File: src/rtl/core_sequencer_pkg.sv
// -----------------------------------------------------------------------------
// core_sequencer_pkg
// Shared constants for the multi-cycle core sequencer and its decoder:
//   - seq_state_t : FSM state encodings (also exported on the debug state port)
//   - OPC_LOAD / OPC_STORE : opcodes that take the data-memory path
//   - WAIT_W      : width of the ready wait counter
//   - is_mem_op() : true for opcodes that need a MEM phase
// -----------------------------------------------------------------------------
package core_sequencer_pkg;

    typedef enum logic [2:0] {
        ST_IDLE      = 3'd0,
        ST_FETCH     = 3'd1,
        ST_DECODE    = 3'd2,
        ST_EXECUTE   = 3'd3,
        ST_MEM       = 3'd4,
        ST_WRITEBACK = 3'd5,
        ST_HALT      = 3'd6,
        ST_FAULT     = 3'd7
    } seq_state_t;

    localparam logic [6:0] OPC_LOAD  = 7'b0000011;
    localparam logic [6:0] OPC_STORE = 7'b0100011;

    localparam int unsigned WAIT_W = 8;

    // Any opcode other than load/store (including unknown ones) skips MEM.
    function automatic logic is_mem_op(input logic [6:0] op);
        return (op == OPC_LOAD) || (op == OPC_STORE);
    endfunction

endpackage

File: src/rtl/core_sequencer_if.sv
// -----------------------------------------------------------------------------
// core_sequencer_if
// Bundles the sequencer's control, memory handshake, decoder and status
// signals.
//   master modport : the sequencer (drives requests, strobes and status)
//   slave  modport : the surrounding core/memories (drive start, readies and
//                    decoder flags)
// -----------------------------------------------------------------------------
interface core_sequencer_if;

    logic        start;
    logic        imemReady;
    logic [6:0]  opcode;
    logic        regWriteReq;
    logic        memWeReq;
    logic        haltReq;
    logic        dmemReady;

    logic        imemReq;
    logic        irLoad;
    logic        dmemReq;
    logic        dmemWe;
    logic        regWriteStrobe;
    logic        pcUpdate;
    logic        busy;
    logic        halted;
    logic        fault;
    logic [31:0] instret;
    logic [2:0]  state;

    modport master (
        input  start, imemReady, opcode, regWriteReq, memWeReq, haltReq, dmemReady,
        output imemReq, irLoad, dmemReq, dmemWe, regWriteStrobe, pcUpdate,
               busy, halted, fault, instret, state
    );

    modport slave (
        output start, imemReady, opcode, regWriteReq, memWeReq, haltReq, dmemReady,
        input  imemReq, irLoad, dmemReq, dmemWe, regWriteStrobe, pcUpdate,
               busy, halted, fault, instret, state
    );

endinterface

File: src/rtl/core_sequencer_seq_wait_timer.sv
// -----------------------------------------------------------------------------
// seq_wait_timer
// Counts cycles spent waiting for a memory ready and flags the cycle in which
// the wait budget is used up.
//   clk, rst_n : clock, async active-low reset
//   clear      : hold the count at zero (asserted outside the waiting states)
//   enable     : this cycle is a wait cycle (request up, ready low)
//   limit      : number of wait cycles allowed (1..255)
//   expired    : this wait cycle is the limit-th one
// -----------------------------------------------------------------------------
module seq_wait_timer
    import core_sequencer_pkg::*;
(
    input  logic              clk,
    input  logic              rst_n,
    input  logic              clear,
    input  logic              enable,
    input  logic [WAIT_W-1:0] limit,
    output logic              expired
);

    logic [WAIT_W-1:0] count_r;

    // Wait-cycle counter: cleared outside wait states, advances per wait cycle.
    always_ff @(posedge clk or negedge rst_n) begin
        if (!rst_n) begin
            count_r <= '0;
        end else if (clear) begin
            count_r <= '0;
        end else if (enable) begin
            count_r <= count_r + {{(WAIT_W-1){1'b0}}, 1'b1};
        end else begin
            count_r <= count_r;
        end
    end

    // The current cycle would be wait number count_r+1; widened so 255 cannot wrap.
    assign expired = (({1'b0, count_r} + 9'd1) >= {1'b0, limit});

endmodule

File: src/rtl/core_sequencer.sv
// -----------------------------------------------------------------------------
// core_sequencer
// Multi-cycle control FSM: IDLE -> FETCH -> DECODE -> EXECUTE -> [MEM] ->
// WRITEBACK -> FETCH, with sticky HALT and FAULT states.
//   clk, rst_n : clock, async active-low reset
//   bus        : core_sequencer_if.master (start, readies, decoder flags in;
//                requests, strobes, status, instret and debug state out)
// All outputs except irLoad are registered and change only with the state;
// irLoad is the FETCH state qualified by imemReady so the IR captures the
// word in the same cycle the memory presents it.
// -----------------------------------------------------------------------------
module core_sequencer
    import core_sequencer_pkg::*;
#(
    parameter int unsigned TIMEOUT_CYCLES = 255
) (
    input  logic                 clk,
    input  logic                 rst_n,
    core_sequencer_if.master     bus
);

    localparam logic [WAIT_W-1:0] WAIT_LIMIT = TIMEOUT_CYCLES[WAIT_W-1:0];

    seq_state_t  state_r;
    seq_state_t  next_s;
    logic        imem_req_r;
    logic        dmem_req_r;
    logic        dmem_we_r;
    logic        reg_write_strobe_r;
    logic        pc_update_r;
    logic        busy_r;
    logic        halted_r;
    logic        fault_r;
    logic [31:0] instret_r;

    logic        wait_clear_s;
    logic        wait_enable_s;
    logic        wait_expired_s;

    seq_wait_timer u_wait_timer (
        .clk     (clk),
        .rst_n   (rst_n),
        .clear   (wait_clear_s),
        .enable  (wait_enable_s),
        .limit   (WAIT_LIMIT),
        .expired (wait_expired_s)
    );

    // Wait counter control: counts only while a request is outstanding.
    always_comb begin
        wait_clear_s  = 1'b1;
        wait_enable_s = 1'b0;
        if (state_r == ST_FETCH) begin
            wait_clear_s  = 1'b0;
            wait_enable_s = !bus.imemReady;
        end else if (state_r == ST_MEM) begin
            wait_clear_s  = 1'b0;
            wait_enable_s = !bus.dmemReady;
        end else begin
            wait_clear_s  = 1'b1;
            wait_enable_s = 1'b0;
        end
    end

    // Next-state logic; ready is tested before the timeout so it wins a tie.
    always_comb begin
        next_s = state_r;
        case (state_r)
            ST_IDLE: begin
                if (bus.start) next_s = ST_FETCH;
                else           next_s = ST_IDLE;
            end
            ST_FETCH: begin
                if (bus.imemReady)   next_s = ST_DECODE;
                else if (wait_expired_s) next_s = ST_FAULT;
                else                 next_s = ST_FETCH;
            end
            ST_DECODE: begin
                next_s = ST_EXECUTE;
            end
            ST_EXECUTE: begin
                if (bus.haltReq)                next_s = ST_HALT;
                else if (is_mem_op(bus.opcode)) next_s = ST_MEM;
                else                            next_s = ST_WRITEBACK;
            end
            ST_MEM: begin
                if (bus.dmemReady)   next_s = ST_WRITEBACK;
                else if (wait_expired_s) next_s = ST_FAULT;
                else                 next_s = ST_MEM;
            end
            ST_WRITEBACK: begin
                next_s = ST_FETCH;
            end
            ST_HALT: begin
                next_s = ST_HALT;
            end
            ST_FAULT: begin
                next_s = ST_FAULT;
            end
            default: begin
                next_s = ST_FAULT;
            end
        endcase
    end

    // State register with outputs registered from the next state, plus instret.
    always_ff @(posedge clk or negedge rst_n) begin
        if (!rst_n) begin
            state_r            <= ST_IDLE;
            imem_req_r         <= 1'b0;
            dmem_req_r         <= 1'b0;
            dmem_we_r          <= 1'b0;
            reg_write_strobe_r <= 1'b0;
            pc_update_r        <= 1'b0;
            busy_r             <= 1'b0;
            halted_r           <= 1'b0;
            fault_r            <= 1'b0;
            instret_r          <= 32'd0;
        end else begin
            state_r            <= next_s;
            imem_req_r         <= (next_s == ST_FETCH);
            dmem_req_r         <= (next_s == ST_MEM);
            dmem_we_r          <= (next_s == ST_MEM) && bus.memWeReq;
            reg_write_strobe_r <= (next_s == ST_WRITEBACK) && bus.regWriteReq;
            pc_update_r        <= (next_s == ST_WRITEBACK);
            busy_r             <= (next_s != ST_IDLE) && (next_s != ST_HALT) &&
                                  (next_s != ST_FAULT);
            halted_r           <= (next_s == ST_HALT);
            fault_r            <= (next_s == ST_FAULT);
            // Retire at the end of WRITEBACK; 32-bit add wraps naturally.
            if (state_r == ST_WRITEBACK) begin
                instret_r <= instret_r + 32'd1;
            end else begin
                instret_r <= instret_r;
            end
        end
    end

    assign bus.imemReq        = imem_req_r;
    assign bus.irLoad         = (state_r == ST_FETCH) && bus.imemReady;
    assign bus.dmemReq        = dmem_req_r;
    assign bus.dmemWe         = dmem_we_r;
    assign bus.regWriteStrobe = reg_write_strobe_r;
    assign bus.pcUpdate       = pc_update_r;
    assign bus.busy           = busy_r;
    assign bus.halted         = halted_r;
    assign bus.fault          = fault_r;
    assign bus.instret        = instret_r;
    assign bus.state          = state_r;

endmodule
File: src/flat_wrapper.sv
// flat-port wrapper written by rule: the top's interface ports become plain ports
module core_sequencer_flat import core_sequencer_pkg::*;
#(
    parameter int unsigned TIMEOUT_CYCLES = 255
)
  (clk, rst_n, bus_start, bus_imemReady, bus_opcode, bus_regWriteReq, bus_memWeReq, bus_haltReq, bus_dmemReady, bus_imemReq, bus_irLoad, bus_dmemReq, bus_dmemWe, bus_regWriteStrobe, bus_pcUpdate, bus_busy, bus_halted, bus_fault, bus_instret, bus_state);
  core_sequencer_if bus_i ();
  input  logic clk;
  input  logic rst_n;
  input wire logic [$bits(bus_i.start)-1:0] bus_start;
  input wire logic [$bits(bus_i.imemReady)-1:0] bus_imemReady;
  input wire logic [$bits(bus_i.opcode)-1:0] bus_opcode;
  input wire logic [$bits(bus_i.regWriteReq)-1:0] bus_regWriteReq;
  input wire logic [$bits(bus_i.memWeReq)-1:0] bus_memWeReq;
  input wire logic [$bits(bus_i.haltReq)-1:0] bus_haltReq;
  input wire logic [$bits(bus_i.dmemReady)-1:0] bus_dmemReady;
  output wire logic [$bits(bus_i.imemReq)-1:0] bus_imemReq;
  output wire logic [$bits(bus_i.irLoad)-1:0] bus_irLoad;
  output wire logic [$bits(bus_i.dmemReq)-1:0] bus_dmemReq;
  output wire logic [$bits(bus_i.dmemWe)-1:0] bus_dmemWe;
  output wire logic [$bits(bus_i.regWriteStrobe)-1:0] bus_regWriteStrobe;
  output wire logic [$bits(bus_i.pcUpdate)-1:0] bus_pcUpdate;
  output wire logic [$bits(bus_i.busy)-1:0] bus_busy;
  output wire logic [$bits(bus_i.halted)-1:0] bus_halted;
  output wire logic [$bits(bus_i.fault)-1:0] bus_fault;
  output wire logic [$bits(bus_i.instret)-1:0] bus_instret;
  output wire logic [$bits(bus_i.state)-1:0] bus_state;
  assign bus_i.start = bus_start;
  assign bus_i.imemReady = bus_imemReady;
  assign bus_i.opcode = bus_opcode;
  assign bus_i.regWriteReq = bus_regWriteReq;
  assign bus_i.memWeReq = bus_memWeReq;
  assign bus_i.haltReq = bus_haltReq;
  assign bus_i.dmemReady = bus_dmemReady;
  assign bus_imemReq = bus_i.imemReq;
  assign bus_irLoad = bus_i.irLoad;
  assign bus_dmemReq = bus_i.dmemReq;
  assign bus_dmemWe = bus_i.dmemWe;
  assign bus_regWriteStrobe = bus_i.regWriteStrobe;
  assign bus_pcUpdate = bus_i.pcUpdate;
  assign bus_busy = bus_i.busy;
  assign bus_halted = bus_i.halted;
  assign bus_fault = bus_i.fault;
  assign bus_instret = bus_i.instret;
  assign bus_state = bus_i.state;
  core_sequencer #(.TIMEOUT_CYCLES(TIMEOUT_CYCLES)) u_core (.clk(clk), .rst_n(rst_n), .bus(bus_i));
endmodule
File: config.mk
export PLATFORM = sky130hd
export DESIGN_NAME = core_sequencer_flat
export DESIGN_NICKNAME = d
export VERILOG_FILES = /design/src/rtl/core_sequencer_pkg.sv /design/src/rtl/core_sequencer_if.sv /design/src/rtl/core_sequencer_seq_wait_timer.sv /design/src/rtl/core_sequencer.sv /design/src/flat_wrapper.sv
export SDC_FILE = /design/constraint.sdc
export NUM_CORES = 1
export LEC_CHECK = 0
export CAP_MARGIN = 30
export CORE_ASPECT_RATIO = 0.8
export CORE_UTILIZATION = 35
export DETAILED_ROUTE_END_ITERATION = 6
export GPL_ROUTABILITY_DRIVEN = 0
export SETUP_SLACK_MARGIN = 0.15
export SYNTH_ARGS = -nofsm -noshare
export SYNTH_HDL_FRONTEND = slang
export SYNTH_SLANG_ARGS = --single-unit
File: constraint.sdc
create_clock -name clk -period 2.31 [get_ports clk]
set_input_delay 0.5775 -clock clk [delete_from_list [all_inputs] [get_ports clk]]
set_output_delay 0.5775 -clock clk [all_outputs]
set_load 0.005 [all_outputs]
==> reports/metrics.yaml <==
status:
  status: "finished clean"
yosys:
  async_flop_share_pct: 100
  synth_area_leader_cell: "dfrtp_1"
  synthTopCellsByArea: "dfrtp_1 (52%), xnor2_1 (9.2%), nand2_1 (3.0%)"
  yosys_register_bits: 51
  ys_seq_area_share_pct: 51.7
  yosys_most_used_dff: "dfrtp_1"
  synth_top_cell_area_share_pct: 51.7
  ys.warnings.count: 0
  synth_cell_type_count: 49
  synth_area_um2: 2470
  synth_edf_count: 0
  synth_cells: 225
  synth_area_per_cell_um2: 11.0
  synthTopCellsByCount: "dfrtp_1 (51), xnor2_1 (26), nand2_1 (20)"
  synth_nets: 243
  synth.most_common_cell: "dfrtp_1"
global_route:
  antenna_found_initial: 0
  overflow: 0
  grt_max_degree: 52
  grt_pass1_vias: 1789
  grt_use_total_pct: 14.3
  grt_pass1_wl_um: 8320
critical_path:
  crit_path_end_kind: "register"
  critPathKind: "register to register"
  worstPathRequired_ns: 2.55
  rr_endpoint: "u_core.bus.dmemWe"
  reg2regPathDepth: 7
  critPathMaxFanout: 8
  reg2reg_slack_ns: 0.30
  cp_data_arrival_time_ns: 2.25
  timing.rr.start: "u_core.u_wait_timer.count_r[1]"
  cp-start-kind: "register"
final_layout:
  fill_cells: 601
  num-nets-final: 314
  diodes: 0
  fin_util_pct: 50.2
  drive_gt1_share_pct: 14.2
  area_growth_pct: 34.1
timing:
  fmax_mhz: 497
  layout_min_cycle_time_ns: 2.01
  slew_headroom_pct: 57.3
  finalSetupViolations: 0
  rsz0062_at_grt: "no"
  tns_ns: 0
  clock_skew_ns: 0.00299
  fin_crit_sh_pct: 87.1
  tightest_slew_ns: 0.640
  slew_violations: 0
  hold_viol_final: 0
drt:
  drt_iter0_markers: 26
  drc_errors: 0
  detail_route.vias_per_cell: 5.04
  drt-total-wl_um: 4820
  postRouteAntennaNets: 0
  first_pass_iters: 4
  vias: 1916
  wire_per_inst_um: 12.7
power_and_ir_drop:
  powerDensity_nw_per_um2: 770
  p_seq_share_pct: 44.4
  p_int_mw: 1.72
  p_clk_share_pct: 19.1
  ir_worst_vdd_v: 0.000408
  swShare_pct: 32.7
  switching_power_uw: 834
  leakage_nw: 1.43
  power_frac_comb_pct: 36.4
floorplanning:
  core-area_um2: 6600
  start_util_pct: 37.4
  num_rows: 26
  dieArea_um2: 7400
  die_w_um: 95.9
  top_level_ports: 59
  fp.dieH_um: 77.1
clock_network:
  insertion_delay_ns: 0.29
  clock_path_buffers: 2
  path_clk_slew_ns: 0.09
  clock_sinks: 51
  cts_hold_buf: 0
  cts_tree: "yes"
  cts_root_buffer: "clkbuf_8"
  htree_levels: 2
  numCtsBuffers: 5
place:
  hpwl_um: 3540
  io_buffers: 57
flow_run:
  max_cap_violations: 0
worst_hold_path:
  min_path_type: "input pin to async pin"
power groups by stage:
stage | Sequential (mW) | Combinational, mW | Clock (mW)
floorplan | 1.15 | 0.449 | 0
global placement | 1.15 | 0.881 | 0
detailed placement | 1.15 | 0.893 | 0
CTS | 1.14 | 0.912 | 0.513
global route | 1.16 | 1.03 | 0.554
finish | 1.13 | 0.930 | 0.488
sequential cells by signal, summed over array words and instances, names as in the netlist:
name                         cells
u_core.bus.imemReq               1
u_core.bus.busy                  1
u_core.bus.regWriteStrobe        1
u_core.u_wait_timer.count_r      8
u_core.bus.pcUpdate              1
u_core.bus.halted                1
u_core.bus.fault                 1
u_core.bus.dmemWe                1
u_core.bus.dmemReq               1
u_core.bus.instret              32
u_core.bus.state                 3
cell type report:
type                    count  area [µm²]  area share [%]
flip-flops and latches     51        1280            38.6
inverters                   4        15.0           0.453
repair buffers             69         654            19.8
clock buffers               5        68.8            2.08
clock inverters             2        13.8           0.415
multi-input cells         165        1180            35.6
well taps                  84         105            3.17
metal layers:
layer | global-route usage (%) | vias up | wire length, µm
li1 | - | 950 | -
met1 | 20.1 | 912 | 2330
met2 | 22.2 | 47 | 2210
met3 | 3.37 | 7 | 224
met4 | 3.58 | 0 | 70
met5 | 0 | - | 0
worst max-delay path: stages, from the launching register on:
cell	delay, ns
dfrtp_1	0.36
ha_2	0.24
and4bb_1	0.24
a211oi_2	0.27
o22ai_2	0.16
a221oi_4	0.29
nor2_2	0.12
and4b_1	0.27
worst max-delay path by stage:
stage | from | to | slack [ns]
after floorplan | u_core.u_wait_timer.count_r[1] | u_core.bus.dmemWe | 0.41
after global placement | bus_imemReady | bus_irLoad | 0.04
after detailed placement | bus_imemReady | bus_irLoad | 0.03
after CTS | u_core.u_wait_timer.count_r[1] | u_core.bus.dmemWe | 0.27
after global routing | u_core.u_wait_timer.count_r[1] | u_core.bus.dmemWe | 0.16
final | u_core.u_wait_timer.count_r[1] | u_core.bus.dmemWe | 0.30
placed cells by master, fill, tap and decap left out, types with 2 or more instances in the layout:
master           instances
nand3_4                  2
a31oi_1                  3
and4_1                   4
o31ai_1                  3
a211oi_2                 3
nor4_4                   2
nand2_1                 20
nand4_1                 10
ha_1                     2
dfrtp_1                 50
nor2_1                  14
nor3_1                   2
a21oi_1                  5
buf_4                   12
clkdlybuf4s50_1         55
nor4_1                   2
and3_1                   7
o21ai_0                 14
nand3_1                 12
clkbuf_8                 5
and4b_1                  2
xnor2_1                 26
xor2_1                   5
o22ai_2                  2
inv_1                    4
and2_1                   3
cell families after synthesis:
family / Yosys count / synth area share [%]
AO/OA/AOI/OAI: 38 / 10.6
flip-flops: 51 / 51.7
AND/OR/NAND/NOR: 92 / 22.9
adder cells (fa/ha/maj): 3 / 1.52
multiplexers: 1 / 0.456
buffers and inverters: 9 / 1.82
XOR/XNOR: 31 / 11.0
stage by stage:
| step | instance area, µm² | setup slack (ns) | instances | hold slack (ns) | power (mW) |
|---|---|---|---|---|---|
| CTS | 3280 | 0.266 | 380 | 0.402 | 2.56 |
| detailed placement | 3190 | 0.0290 | 372 | 0.459 | 2.05 |
| finish | 3310 | 0.297 | 380 | 0.375 | 2.55 |
| global route | 3310 | 0.165 | 380 | 0.430 | 2.75 |
| global placement | 3190 | 0.0357 | 372 | 0.457 | 2.03 |
| floorplan | 2470 | 0.411 | 225 | 0.282 | 1.60 |
repair_timing:
action                                  in CTS  in global routing
pin swaps                                    0                  2
buffers inserted                             1                  0
endpoints found under the setup margin       1                  8
resized for setup                            2                  5
No activity file was read; power rests on OpenSTA's default activity.
